--- src/rtl/hif_window_sequencer.sv ---
// ---------------------------------------------------------------------------
// hif_window_sequencer
//   Controller for the high-frequency circular sample queue. It owns the
//   queue write/read pointers and the fill count. Once the queue holds a
//   full window, each new sample launches one pass over the NTAPS most
//   recent samples. A pass drives RAM/ROM read addresses and MAC strobes.
//
// Ports
//   clk, rst_n   : clock, asynchronous active-low reset
//   wrt_smpl     : one-clk strobe, new sample on RAM wdata this cycle
//   flush        : synchronous clear of queue state, aborts any pass
//   we, waddr    : RAM write port (combinational from wrt_smpl / new_ptr)
//   raddr, caddr : RAM read / coefficient ROM addresses (registered)
//   clr_acc      : MAC loads the product instead of accumulating (first tap)
//   acc_en       : MAC product valid this cycle
//   rslt_vld     : one-clk pulse, MAC result complete
//   sequencing   : pass in progress
//   full         : queue holds NTAPS valid samples
//   ovr_err      : sticky, a trigger arrived while a pass was busy
// ---------------------------------------------------------------------------
module hif_window_sequencer #(
  parameter int DEPTH = 1536,
  parameter int NTAPS = 1021,
  parameter int AW    = 11,
  parameter int CW    = 10
) (
  input  logic          clk,
  input  logic          rst_n,
  input  logic          wrt_smpl,
  input  logic          flush,
  output logic          we,
  output logic [AW-1:0] waddr,
  output logic [AW-1:0] raddr,
  output logic [CW-1:0] caddr,
  output logic          clr_acc,
  output logic          acc_en,
  output logic          rslt_vld,
  output logic          sequencing,
  output logic          full,
  output logic          ovr_err
);

  localparam int CNTW = $clog2(NTAPS + 1);

  typedef enum logic [1:0] {IDLE, READ, DRAIN, DONE} state_e;

  state_e            state_q, state_d;
  logic [AW-1:0]     new_ptr_q, new_ptr_d;
  logic [AW-1:0]     old_ptr_q, old_ptr_d;
  logic [AW-1:0]     rd_ptr_q, rd_ptr_d;
  logic [CW-1:0]     k_q, k_d;
  logic [CNTW-1:0]   cnt_q, cnt_d;
  logic              ovr_q, ovr_d;
  logic              clr_q, clr_d;
  logic              acc_q, acc_d;
  logic              rv_q, rv_d;
  logic              seq_q, seq_d;
  logic              busy, trig;

  function automatic logic [AW-1:0] ptr_inc(input logic [AW-1:0] p);
    return (p == AW'(DEPTH - 1)) ? '0 : p + AW'(1);
  endfunction

  always_comb begin
    state_d   = state_q;
    new_ptr_d = new_ptr_q;
    old_ptr_d = old_ptr_q;
    rd_ptr_d  = rd_ptr_q;
    k_d       = k_q;
    cnt_d     = cnt_q;
    ovr_d     = ovr_q;
    clr_d     = 1'b0;
    acc_d     = 1'b0;
    rv_d      = 1'b0;
    seq_d     = 1'b0;

    busy = (state_q == READ) || (state_q == DRAIN);

    // Queue bookkeeping: the oldest pointer only moves once the window is full,
    // so a new write then evicts exactly one sample from the window.
    if (wrt_smpl) begin
      new_ptr_d = ptr_inc(new_ptr_q);
      if (cnt_q == CNTW'(NTAPS)) old_ptr_d = ptr_inc(old_ptr_q);
      else                       cnt_d     = cnt_q + CNTW'(1);
    end

    trig = wrt_smpl && (cnt_d == CNTW'(NTAPS)) &&
           ((state_q == IDLE) || (state_q == DONE));

    unique case (state_q)
      IDLE: begin
        if (trig) begin
          state_d  = READ;
          rd_ptr_d = old_ptr_d;   // post-update: tap 0 pairs with oldest sample
          k_d      = '0;
        end
      end
      READ: begin
        // Data for the address issued now returns next cycle.
        acc_d = 1'b1;
        clr_d = (k_q == '0);
        if (k_q == CW'(NTAPS - 1)) begin
          state_d = DRAIN;        // hold last raddr/caddr
        end else begin
          rd_ptr_d = ptr_inc(rd_ptr_q);
          k_d      = k_q + CW'(1);
        end
      end
      DRAIN: begin
        state_d = DONE;
      end
      DONE: begin
        if (trig) begin
          state_d  = READ;
          rd_ptr_d = old_ptr_d;
          k_d      = '0;
        end else begin
          state_d  = IDLE;
        end
      end
      default: state_d = IDLE;
    endcase

    // rd_ptr is separate from old_ptr, so the write still lands and the
    // in-flight pass is unaffected; only the new trigger is lost.
    if (wrt_smpl && busy) ovr_d = 1'b1;

    rv_d  = (state_q == DRAIN);
    seq_d = (state_d == READ) || (state_d == DRAIN);

    if (flush) begin
      state_d   = IDLE;
      new_ptr_d = '0;
      old_ptr_d = '0;
      rd_ptr_d  = '0;
      k_d       = '0;
      cnt_d     = '0;
      ovr_d     = 1'b0;
      clr_d     = 1'b0;
      acc_d     = 1'b0;
      rv_d      = 1'b0;
      seq_d     = 1'b0;
    end
  end

  always_ff @(posedge clk or negedge rst_n) begin
    if (!rst_n) begin
      state_q   <= IDLE;
      new_ptr_q <= '0;
      old_ptr_q <= '0;
      rd_ptr_q  <= '0;
      k_q       <= '0;
      cnt_q     <= '0;
      ovr_q     <= 1'b0;
      clr_q     <= 1'b0;
      acc_q     <= 1'b0;
      rv_q      <= 1'b0;
      seq_q     <= 1'b0;
    end else begin
      state_q   <= state_d;
      new_ptr_q <= new_ptr_d;
      old_ptr_q <= old_ptr_d;
      rd_ptr_q  <= rd_ptr_d;
      k_q       <= k_d;
      cnt_q     <= cnt_d;
      ovr_q     <= ovr_d;
      clr_q     <= clr_d;
      acc_q     <= acc_d;
      rv_q      <= rv_d;
      seq_q     <= seq_d;
    end
  end

  assign we         = wrt_smpl;
  assign waddr      = new_ptr_q;
  assign raddr      = rd_ptr_q;
  assign caddr      = k_q;
  assign clr_acc    = clr_q;
  assign acc_en     = acc_q;
  assign rslt_vld   = rv_q;
  assign sequencing = seq_q;
  assign full       = (cnt_q == CNTW'(NTAPS));
  assign ovr_err    = ovr_q;

endmodule

--- config.mk ---
export PLATFORM = sky130hd
export DESIGN_NAME = hif_window_sequencer
export DESIGN_NICKNAME = d
export VERILOG_FILES = /design/src/rtl/hif_window_sequencer.sv
export SDC_FILE = /design/constraint.sdc
export NUM_CORES = 1
export LEC_CHECK = 0
export BUFFER_PORTS_ARGS = -buffer_cell sky130_fd_sc_hd__buf_2
export CORE_UTILIZATION = 40
export CTS_BUF_LIST = sky130_fd_sc_hd__clkbuf_16
export DETAILED_ROUTE_END_ITERATION = 7
export PLACE_DENSITY = 0.61
export RECOVER_POWER = 100
export SYNTH_ARGS = -nofsm -noshare
export SYNTH_HDL_FRONTEND = slang
export SYNTH_SLANG_ARGS = --single-unit
--- constraint.sdc ---
create_clock -name clk -period 3.7 [get_ports clk]
set_clock_uncertainty 0.15 [all_clocks]
set_input_delay 0.37 -clock clk [delete_from_list [all_inputs] [get_ports clk]]
set_output_delay 0.37 -clock clk [all_outputs]
set_load 0.005 [all_outputs]
==> impl_metrics.yaml <==
run_status:
  status: "finished with violations"
  violations: "max-capacitance violations, max-slew violations"
die:
  std_cell_rows: 34
  die_w_um: 96.3
  ios: 43
  design.die.area_um2: 9280
  die_h_um: 96.3
  core_area_um2: 8680
  start_util_pct: 41.0
logic_synthesis:
  synthArstFlopShare_pct: 100
  synth_cell_type_count: 64
  yosysMostFrequentCell: "dfrtp_1"
  syn_inst: 380
  synth_enable_flop_cells: 0
  synthTopCellsByCount: "60 x dfrtp_1, 44 x nor2_1, 29 x nand2_1"
  synth_area_per_cell_um2: 9.37
  yosysSeqAreaShare_pct: 42.2
  synth.area.top_cells: "dfrtp_1 42%, nor2_1 4.6%, ha_1 3.9%, nand2_1 3.1%, nand3_1 3.0%"
  yosys_warnings: 0
  synth_ff_type: "dfrtp_1"
  synth_seq_cells: 60
  synth_nets: 395
  netlist_area_um2: 3560
  yosysTopAreaCell: "dfrtp_1"
  yosysTopAreaCellShare_pct: 42.2
power:
  power_mw: 1.62
  peakVddDrop_mv: 0.207
  p_per_area_nw_per_um2: 397
  leakage_nw: 1.67
sta:
  drv_slew: 32
  tns_ns: 0
  relSlewSlack_pct: -13.8
  finalCriticalPeriod_ns: 3.10
  rsz0062_at_grt: "false"
  hold_ws_ns: 0.280
  hold_viol: 0
  tightest_slew_ns: 1.71
  finalWorstSetupSlack_ns: 0.599
  clock.fmax_mhz: 322
  setup_violations: 0
  min_period_over_period_pct: 83.8
global_route:
  overflow: 0
  use_met1_pct: 26.7
  grt_pass1_vias: 2694
  grt_first_pass_wirelength_mm: 13.4
  use_met2_pct: 29.0
  grt_max_degree: 32
  met3_usage_pct: 5.53
  busiest_layer: "met2"
  grt_usage_pct: 19.3
  antenna_found_initial: 0
routing:
  drc: 0
  drt_iter0_drc: 182
  wire_per_inst_um: 15.5
  ant_nets: 0
  drt-pass1-iter-count: 4
  routed_wl_mm: 8.36
  num_vias: 2981
  via_per_inst: 5.54
cts:
  cts.repair.resized: 0
  cts.path.max_buffers: 2
  clock_sinks: 60
  h-tree-depth: 3
  numCtsBuffers: 9
  clk_pin_slew_ns: 0.06
  post_cts_buffers: 0
  clock_latency_ns: 0.33
  cts_tree: "done"
  cts_root_buf: "clkbuf_16"
setup_path:
  cp_max_fo: 24
  worstPathRequired_ns: 3.81
  path_class: "input port to flop"
  worst_setup_path_end_kind: "flop"
  start_kind: "input port"
  worstPathArrival_ns: 3.21
finish:
  drive_gt1_share_pct: 11.2
  n_antenna_cell: 0
  final_area_um2: 4090
  fin_util_pct: 47.1
  final_nets: 440
  fill_cells: 871
  instances_no_fill: 538
  areaGrowthSynthToFinish_pct: 14.9
  multi_input_comb_area_um2: 1870
  ff_latch_area_um2: 1500
place:
  gp_congestion: 0.853
  dp_slack_ns: 0.529
  dp_hpwl_mm: 5.85
  dp.cells: 521
  port_buffers: 42
  dpl_cell_area_um2: 3870
run:
  maxCapViolCount: 1
worst_hold_path:
  worstHoldPathType: "input port to flop"
[layer usage]
metal	up-vias	routed length [um]
li1	1479	-
met1	1449	4090
met2	46	3890
met3	7	284
met4	0	96
met5	-	0
[cell usage in the layout (no fill, tap or decap), types with 6 or more instances in the layout]
master     instances
nand3_1           21
nand4_1            9
mux2i_1            6
inv_1             17
ha_1              11
and3_1             8
buf_2             13
nor3_1            12
nand2_1           29
o31ai_1            7
xor2_1            12
o22ai_1            8
nor2_1            44
nand2b_1          14
nor2b_1            6
a21oi_1           14
dfrtp_1           60
clkbuf_1          29
o21ai_0           15
clkbuf_16          9
[worst max-delay path: stages]
cell	delay, ns
clkbuf_1	0.55
nand3_1	0.19
nor2_1	0.26
mux2_1	0.40
a2111oi_4	0.47
a31oi_4	0.21
buf_4	0.27
a211oi_1	0.27
mux2i_1	0.21
[registers in the layout (all words and copies together), names as in the netlist]
signal / cells
waddr: 11
cnt_q: 10
state_q: 2
sequencing: 1
acc_en: 1
caddr: 10
rslt_vld: 1
clr_acc: 1
old_ptr_q: 11
ovr_err: 1
raddr: 11
[cells by family (layout without fill, tap and decap cells)]
group | count (synthesis) | after routing | synth area share (%)
AO/OA/AOI/OAI | 85 | 85 | 18.7
XOR/XNOR | 17 | 17 | 4.18
adder cells (fa/ha/maj) | 11 | 11 | 3.87
buffers and inverters | 33 | 83 | 4.11
flip-flops | 60 | 60 | 42.2
multiplexers | 11 | 11 | 3.27
AND/OR/NAND/NOR | 163 | 163 | 23.7
[worst paths after layout]
path | from | to | slack (ns) | cells after the start
setup / recovery | wrt_smpl | caddr[5] | 0.60 | 9
hold / removal | flush | cnt_q[0] | 0.28 | 2
setup reg to reg | state_q[0] | caddr[5] | 0.61 | 10
hold reg to reg | ovr_err | ovr_err | 0.35 | 2
max in group asynchronous | rst_n | caddr[1] | 0.98 | 3
min in group asynchronous | rst_n | waddr[7] | 0.88 | 2
[where the power goes]
| part | internal, mW | total (mW) | switching (mW) |
|---|---|---|---|
| clock network | 0.517 | 0.821 | 0.304 |
| logic | 0.0403 | 0.120 | 0.0800 |
| registers | 0.668 | 0.682 | 0.0145 |
| total | 1.22 | 1.62 | 0.399 |
[final cells by class]
type	count	share of cell area, %
Clock buffer	9	5.51
Sequential cell	60	36.7
Tap cell	108	3.30
Timing Repair Buffer	50	5.54
Multi-Input combinational cell	287	45.7
Clock inverter	7	1.65
Inverter	17	1.56
[repair_timing]
| action | 4_1_cts | 5_1_grt |
|---|---|---|
| hold endpoints to repair | 30 | 0 |
| hold buffers | 1 | 0 |
| endpoints found under the setup margin | 0 | 0 |
No activity file was read; power rests on OpenSTA's default activity.
